==> src/rtl/bus_pkg.sv <==
// bus_pkg: shared types and constants for the system-bus controller.
// Ports: none (package). Provides the controller FSM state enum, default
// address/data widths and the VRAM base nibble used by the mirroring option.
package bus_pkg;

  typedef enum logic [2:0] {
    ST_IDLE,
    ST_SETUP,
    ST_STROBE,
    ST_HOLD,
    ST_DONE
  } bus_state_t;

  localparam int BUS_ADDR_W = 17;
  localparam int BUS_DATA_W = 8;

  // Address nibble [15:12] of the 40-column video RAM region ($8000-$8FFF).
  localparam logic [3:0] VRAM_BASE_NIB = 4'h8;

endpackage

==> src/rtl/rr_arbiter.sv <==
// rr_arbiter: combinational round-robin arbiter.
// Ports: req (request vector), last (index of last-served channel);
//        gnt (one-hot grant, zero when no request), gnt_idx (granted index).
module rr_arbiter #(
  parameter int NUM_CH = 2,
  parameter int IDX_W  = (NUM_CH > 1) ? $clog2(NUM_CH) : 1
) (
  input  logic [NUM_CH-1:0] req,
  input  logic [IDX_W-1:0]  last,
  output logic [NUM_CH-1:0] gnt,
  output logic [IDX_W-1:0]  gnt_idx
);

  int                cand;
  logic [NUM_CH-1:0] req_sh;
  logic              found;

  // Scan from last+1 upward with wrap; the last-served channel is visited last,
  // so it only wins again when nobody else is asking.
  always_comb begin
    gnt     = '0;
    gnt_idx = '0;
    found   = 1'b0;
    cand    = 0;
    req_sh  = '0;
    for (int i = 1; i <= NUM_CH; i++) begin
      cand = int'(last) + i;
      if (cand >= NUM_CH) cand = cand - NUM_CH;
      req_sh = req >> cand;
      if (!found && req_sh[0]) begin
        found   = 1'b1;
        gnt     = NUM_CH'(1) << cand;
        gnt_idx = IDX_W'(cand);
      end
    end
  end

endmodule

==> src/rtl/bus_ctl.sv <==
// bus_ctl: round-robin system-bus controller, one transaction per CPU-released bus window.
// Ports: clk_sys_i/rst_ni; per-channel req_valid_i/req_rw_ni/req_addr_i/req_data_i with
//        req_ready_o completion pulse and rd_data_o; bus_window_i/bus_data_i from the bus;
//        bus address/rw/data drivers with their enables, ram_oe_o/ram_we_o strobes,
//        busy_o and overrun_o status.
// Option: define BUS_CTL_VRAM_MIRROR_EN to fold $8000-$8FFF onto the 1 KB video RAM.
module bus_ctl
  import bus_pkg::*;
#(
  parameter int NUM_CH     = 2,
  parameter int ADDR_W     = BUS_ADDR_W,
  parameter int DATA_W     = BUS_DATA_W,
  parameter int STROBE_CYC = 2
) (
  input  logic                     clk_sys_i,
  input  logic                     rst_ni,
  input  logic [NUM_CH-1:0]        req_valid_i,
  input  logic [NUM_CH-1:0]        req_rw_ni,
  input  logic [NUM_CH*ADDR_W-1:0] req_addr_i,
  input  logic [NUM_CH*DATA_W-1:0] req_data_i,
  output logic [NUM_CH-1:0]        req_ready_o,
  output logic [DATA_W-1:0]        rd_data_o,
  input  logic                     bus_window_i,
  input  logic [DATA_W-1:0]        bus_data_i,
  output logic [ADDR_W-1:0]        bus_addr_o,
  output logic                     bus_addr_oe,
  output logic                     bus_rw_no,
  output logic                     bus_rw_noe,
  output logic [DATA_W-1:0]        bus_data_o,
  output logic                     bus_data_oe,
  output logic                     ram_oe_o,
  output logic                     ram_we_o,
  output logic                     busy_o,
  output logic                     overrun_o
);

  localparam int         IDX_W    = (NUM_CH > 1) ? $clog2(NUM_CH) : 1;
  localparam logic [3:0] LAST_STB = 4'(STROBE_CYC - 1);

  bus_state_t          state_q, state_d;
  logic                win_q, win_qq, win_rise, grant;
  logic [IDX_W-1:0]    last_q, gnt_idx;
  logic [NUM_CH-1:0]   gnt_oh, gnt_q, rw_vec;
  logic [ADDR_W-1:0]   addr_q, addr_sel, addr_out;
  logic                rw_q, rw_sel;
  logic [DATA_W-1:0]   wdat_q, wdat_sel, rd_cap, rd_q;
  logic [3:0]          cnt_q;
  logic                ovr_q;
  logic                in_xfer;

  rr_arbiter #(
    .NUM_CH (NUM_CH),
    .IDX_W  (IDX_W)
  ) u_arb (
    .req     (req_valid_i),
    .last    (last_q),
    .gnt     (gnt_oh),
    .gnt_idx (gnt_idx)
  );

  // Window edge is taken from two registered samples; a rise that arrives
  // while a transaction is in flight is simply lost (window consumed).
  assign win_rise = win_q & ~win_qq;
  assign grant    = (state_q == ST_IDLE) && win_rise && (|req_valid_i);
  assign in_xfer  = (state_q == ST_SETUP) || (state_q == ST_STROBE) || (state_q == ST_HOLD);

  // Payload of the granted channel, selected by shifting the packed vectors.
  assign addr_sel = ADDR_W'(req_addr_i >> (int'(gnt_idx) * ADDR_W));
  assign wdat_sel = DATA_W'(req_data_i >> (int'(gnt_idx) * DATA_W));
  assign rw_vec   = req_rw_ni >> gnt_idx;
  assign rw_sel   = rw_vec[0];

  always_comb begin
    addr_out = addr_q;
`ifdef BUS_CTL_VRAM_MIRROR_EN
    // 1 KB video RAM is only partially decoded: A11:A10 are don't-care inside $8xxx.
    if (addr_q[15:12] == VRAM_BASE_NIB) addr_out[11:10] = 2'b00;
`endif
  end

  assign bus_addr_o = addr_out;
  assign bus_rw_no  = rw_q;
  assign bus_data_o = wdat_q;
  assign rd_data_o  = rd_q;

  always_ff @(posedge clk_sys_i or negedge rst_ni) begin
    if (!rst_ni) state_q <= ST_IDLE;
    else         state_q <= state_d;
  end

  // Enables and strobes decode straight from the state register so that an
  // asynchronous reset removes them immediately.
  always_comb begin
    state_d     = state_q;
    bus_addr_oe = 1'b0;
    bus_rw_noe  = 1'b0;
    bus_data_oe = 1'b0;
    ram_oe_o    = 1'b0;
    ram_we_o    = 1'b0;
    req_ready_o = '0;
    overrun_o   = 1'b0;
    busy_o      = (state_q != ST_IDLE);
    case (state_q)
      ST_IDLE: begin
        if (grant) state_d = ST_SETUP;
      end
      ST_SETUP: begin
        bus_addr_oe = 1'b1;
        bus_rw_noe  = 1'b1;
        bus_data_oe = ~rw_q;
        state_d     = ST_STROBE;
      end
      ST_STROBE: begin
        bus_addr_oe = 1'b1;
        bus_rw_noe  = 1'b1;
        bus_data_oe = ~rw_q;
        ram_oe_o    = rw_q;
        ram_we_o    = ~rw_q;
        if (cnt_q == LAST_STB) state_d = ST_HOLD;
      end
      ST_HOLD: begin
        bus_addr_oe = 1'b1;
        bus_rw_noe  = 1'b1;
        bus_data_oe = ~rw_q;
        state_d     = ST_DONE;
      end
      ST_DONE: begin
        req_ready_o = gnt_q;
        overrun_o   = ovr_q;
        state_d     = ST_IDLE;
      end
      default: state_d = ST_IDLE;
    endcase
  end

  always_ff @(posedge clk_sys_i or negedge rst_ni) begin
    if (!rst_ni) begin
      win_q  <= 1'b0;
      win_qq <= 1'b0;
      last_q <= IDX_W'(NUM_CH - 1);
      gnt_q  <= '0;
      addr_q <= '0;
      rw_q   <= 1'b0;
      wdat_q <= '0;
      cnt_q  <= '0;
      ovr_q  <= 1'b0;
      rd_cap <= '0;
      rd_q   <= '0;
    end else begin
      win_q  <= bus_window_i;
      win_qq <= win_q;
      if (grant) begin
        last_q <= gnt_idx;
        gnt_q  <= gnt_oh;
        addr_q <= addr_sel;
        rw_q   <= rw_sel;
        wdat_q <= wdat_sel;
        ovr_q  <= 1'b0;
      end
      if (state_q == ST_SETUP)       cnt_q <= '0;
      else if (state_q == ST_STROBE) cnt_q <= cnt_q + 4'd1;
      // Any clock of SETUP..HOLD seen without the window means the bus was
      // reclaimed early; the transfer still finishes but is flagged.
      if (in_xfer && !bus_window_i) ovr_q <= 1'b1;
      if ((state_q == ST_STROBE) && (cnt_q == LAST_STB)) rd_cap <= bus_data_i;
      if ((state_q == ST_HOLD) && rw_q) rd_q <= rd_cap;
    end
  end

endmodule
==> config.mk <==
export PLATFORM = sky130hd
export DESIGN_NAME = bus_ctl
export DESIGN_NICKNAME = d
export VERILOG_FILES = /design/src/rtl/bus_pkg.sv /design/src/rtl/rr_arbiter.sv /design/src/rtl/bus_ctl.sv
export SDC_FILE = /design/constraint.sdc
export NUM_CORES = 1
export LEC_CHECK = 0
export ABC_AREA = 1
export CAP_MARGIN = 20
export CORE_MARGIN = 4
export CORE_UTILIZATION = 30
export DETAILED_ROUTE_END_ITERATION = 6
export PLACE_DENSITY_LB_ADDON = 0.3
export SYNTH_ARGS = -nofsm -noshare
export SYNTH_HDL_FRONTEND = slang
export SYNTH_HIERARCHICAL = 1
export SYNTH_SLANG_ARGS = --single-unit
==> constraint.sdc <==
create_clock -name clk_sys_i -period 1.7 [get_ports clk_sys_i]
set_clock_uncertainty 0.15 [all_clocks]
set_input_delay 0.425 -clock clk_sys_i [delete_from_list [all_inputs] [get_ports clk_sys_i]]
set_output_delay 0.425 -clock clk_sys_i [all_outputs]
set_load 0.01 [all_outputs]
==> out/metrics.csv, run 1 <==
metric;value;unit
ios;108;
place.gp.congestion;0.766;
fmax;544;MHz
drive_gt1_frac;0.161;
holdPathStages;0;
first_pass_iters;6;
grt_antenna_before_repair;0;
arrival;1.26;ns
clk_pin_slew_worst_paths;0.10;ns
end_kind;output port;
holdWs;0.241;ns
clock_sinks;55;
startpoint_type;register;
grt_max_degree;40;
vdd_drop_max;0.000446;V
routedWlPerCell;12.8;microns
tns;-0.771;ns
timing.final.crit_period;1.84;ns
dieArea;10400;sq um
maxCapViolCount;0;
core_area;8680;sq um
cts_buffer_depth;2;
min_to;win_qq;
worstMarginPinSlew;0.256;ns
synth_fp_nets;413;
maxSlewViolCount;0;
r2r_start;state_q[2];
synth_ff_type;dfrtp_1;
synthCells;346;
worstSkewPairLatency;0.31;ns
outcome;complete, but fails checks;
rsz0062_at_grt;yes;
fillerInstances;896;
cts_root_buf;clkbuf_8;
r2r-end;bus_addr_o[14];
finalCritPeriodShare;1.08;
cts_inserted_buffers;5;
area_delta_synth_final;58.4;%
drtAntennaViolNets;0;
port_buffers;107;
synth.distinct_cells;23;
r2r_slack;0.07;ns
worst-setup-path-type;register to output port;
cp.required;1.12;ns
dieWidth;102;microns
synth_edf_count;0;
power.leakage;2.28;nW
synth_warnings;6;
cts.htree.levels;2;
hold_violations;0;
cts_tree;done;
setup_slack;-0.138;ns
cellPowerDensity;1530;nW/um^2
final_cell_mix;188 x nand2_1, 63 x clkdlybuf4s50_1, 53 x dfrtp_1, 44 x nand3_1, 33 x dlygate4sd2_1;
ys_seq_elements;55;
postSynthAreaPerCell;7.67;sq um
grt_pass1_vias;2481;
synthArstFlopShare;1.00;
diodes;0;
setup_viol;9;
layout_commonest_cell;nand2_1;
rows;34;
via_count;2540;
viasPerCell;4.33;
drt_iter0_drc;74;
wirelength;7.48;mm
post-route-drc-count;0;
cp_max_fo;4;
overflow;0;
place_area;3960;sq um
maxSlewHeadroom;0.829;
start_util;0.306;
seqCellArea;1380;sq um
worstHoldStart;win_q;
dp_hpwl;5.53;mm
syn_area;2650;sq um
synth_seq_area_share;0.519;
hold_class;register to register;
multiInputGateArea;1180;sq um
reg2regPathDepth;9;
finalInstanceArea;4200;sq um
violations;negative setup slack;
finalNetCount;544;
grt_pass1_wl;11.7;mm
dieHeight;102;microns
grt_usage;0.142;
-- power by group --
group | total (mW) | leakage (nW) | switching, mW | internal (mW)
registers | 2.31 | 0.691 | 0.380 | 1.93
clock network | 0.768 | 0.0484 | 0.433 | 0.335
logic | 3.35 | 1.54 | 1.69 | 1.66
total | 6.42 | 2.28 | 2.50 | 3.92
-- cell type report --
| type | instances | area share |
|---|---|---|
| clock buffer | 7 | 0.0205 |
| tap | 108 | 0.0322 |
| inverter | 15 | 0.0149 |
| clock inverter | 1 | 0.00208 |
| sequential | 55 | 0.328 |
| timing repair buffer | 140 | 0.322 |
| multi-input combinational | 260 | 0.281 |
-- metal layers --
layer  routed length [microns]  share of wire  GRT usage
met3                       629          0.084     0.0573
met1                      3110           0.42      0.172
met5                         0              0          0
met4                        40         0.0054     0.0333
met2                      3700           0.49      0.238
-- synth_stat cells, types with 2 or more instances --
master   number  share of area
inv_1         9          0.013
nor2_2        3         0.0071
nand2_4       2         0.0085
ha_1          2         0.0094
buf_2         6          0.011
a21oi_1       2         0.0038
o21ai_0       3         0.0057
nand2_1     188           0.27
buf_4         9          0.025
dfrtp_1      54           0.51
nand2_2       3         0.0071
nand3_1      45          0.085
nor2_4        2         0.0085
nor2_1        6         0.0085
inv_2         4         0.0057
-- how the worst max path moves through the flow --
stage,startpoint,end,slack [ns],cells after the start
6_report,state_q[2],busy_o,-0.14,5
4_1_cts,state_q[0],req_ready_o[1],-0.17,4
3_5_place_dp,req_valid_i[1],bus_addr_o[8],-0.20,9
5_1_grt,state_q[0],bus_data_oe,-0.22,5
3_3_place_gp,req_valid_i[1],bus_rw_no,-0.19,9
2_1_floorplan,state_q[1],bus_data_oe,0.04,3
-- flip-flops by register name (all words and copies together) (netlist names) --
name        flops
cnt_q           4
rd_data_o       8
bus_addr_o     17
last_q          1
rd_cap          8
bus_data_o      8
win_q           1
gnt_q           2
ovr_q           1
win_qq          1
state_q         3
bus_rw_no       1
-- what timing repair did --
action | CTS | global route
endpoints found under the hold margin | 54 | 0
cloned | 0 | 2
pin swaps | 3 | 4
setup buffers | 2 | 6
gates resized for setup | 78 | 21
hold buffers | 1 | 0
setup endpoints to repair | 58 | 41
-- metrics by stage --
stage | total power [mW] | instances | utilization | worst slack (ns)
final | 6.42 | 586 | 0.484 | -0.138
after global routing | 6.98 | 586 | 0.484 | -0.225
after CTS | 6.06 | 578 | 0.465 | -0.169
after detailed placement | 5.52 | 567 | 0.456 | -0.197
after global placement | 5.47 | 567 | 0.456 | -0.193
after floorplan | 3.80 | 346 | - | 0.0366
-- worst max-delay path, cell delays in order (launching register included) --
cell and delay (ns):
dfrtp_2 0.48, inv_4 0.10, nand2_2 0.07, nor2_4 0.13, inv_2 0.05, buf_6 0.12
-- cells by family after synthesis --
group,share of synthesized area
xor+xnor,0.00330
compound gates,0.00943
flops,0.519
buf+inv,0.0599
simple gates,0.399
fa+ha+maj,0.00943
Power figures use the tool's default switching activity.
==> run 2: changes to the inputs <==
--- a/config.mk
+++ b/config.mk
@@ -11,6 +11,7 @@
 export CORE_UTILIZATION = 30
 export DETAILED_ROUTE_END_ITERATION = 6
 export PLACE_DENSITY_LB_ADDON = 0.3
+export SLEW_MARGIN = 20
 export SYNTH_ARGS = -nofsm -noshare
 export SYNTH_HDL_FRONTEND = slang
 export SYNTH_HIERARCHICAL = 1
==> results of run 2 <==
Final layout, timing and power as in run 1 (identical DEF).
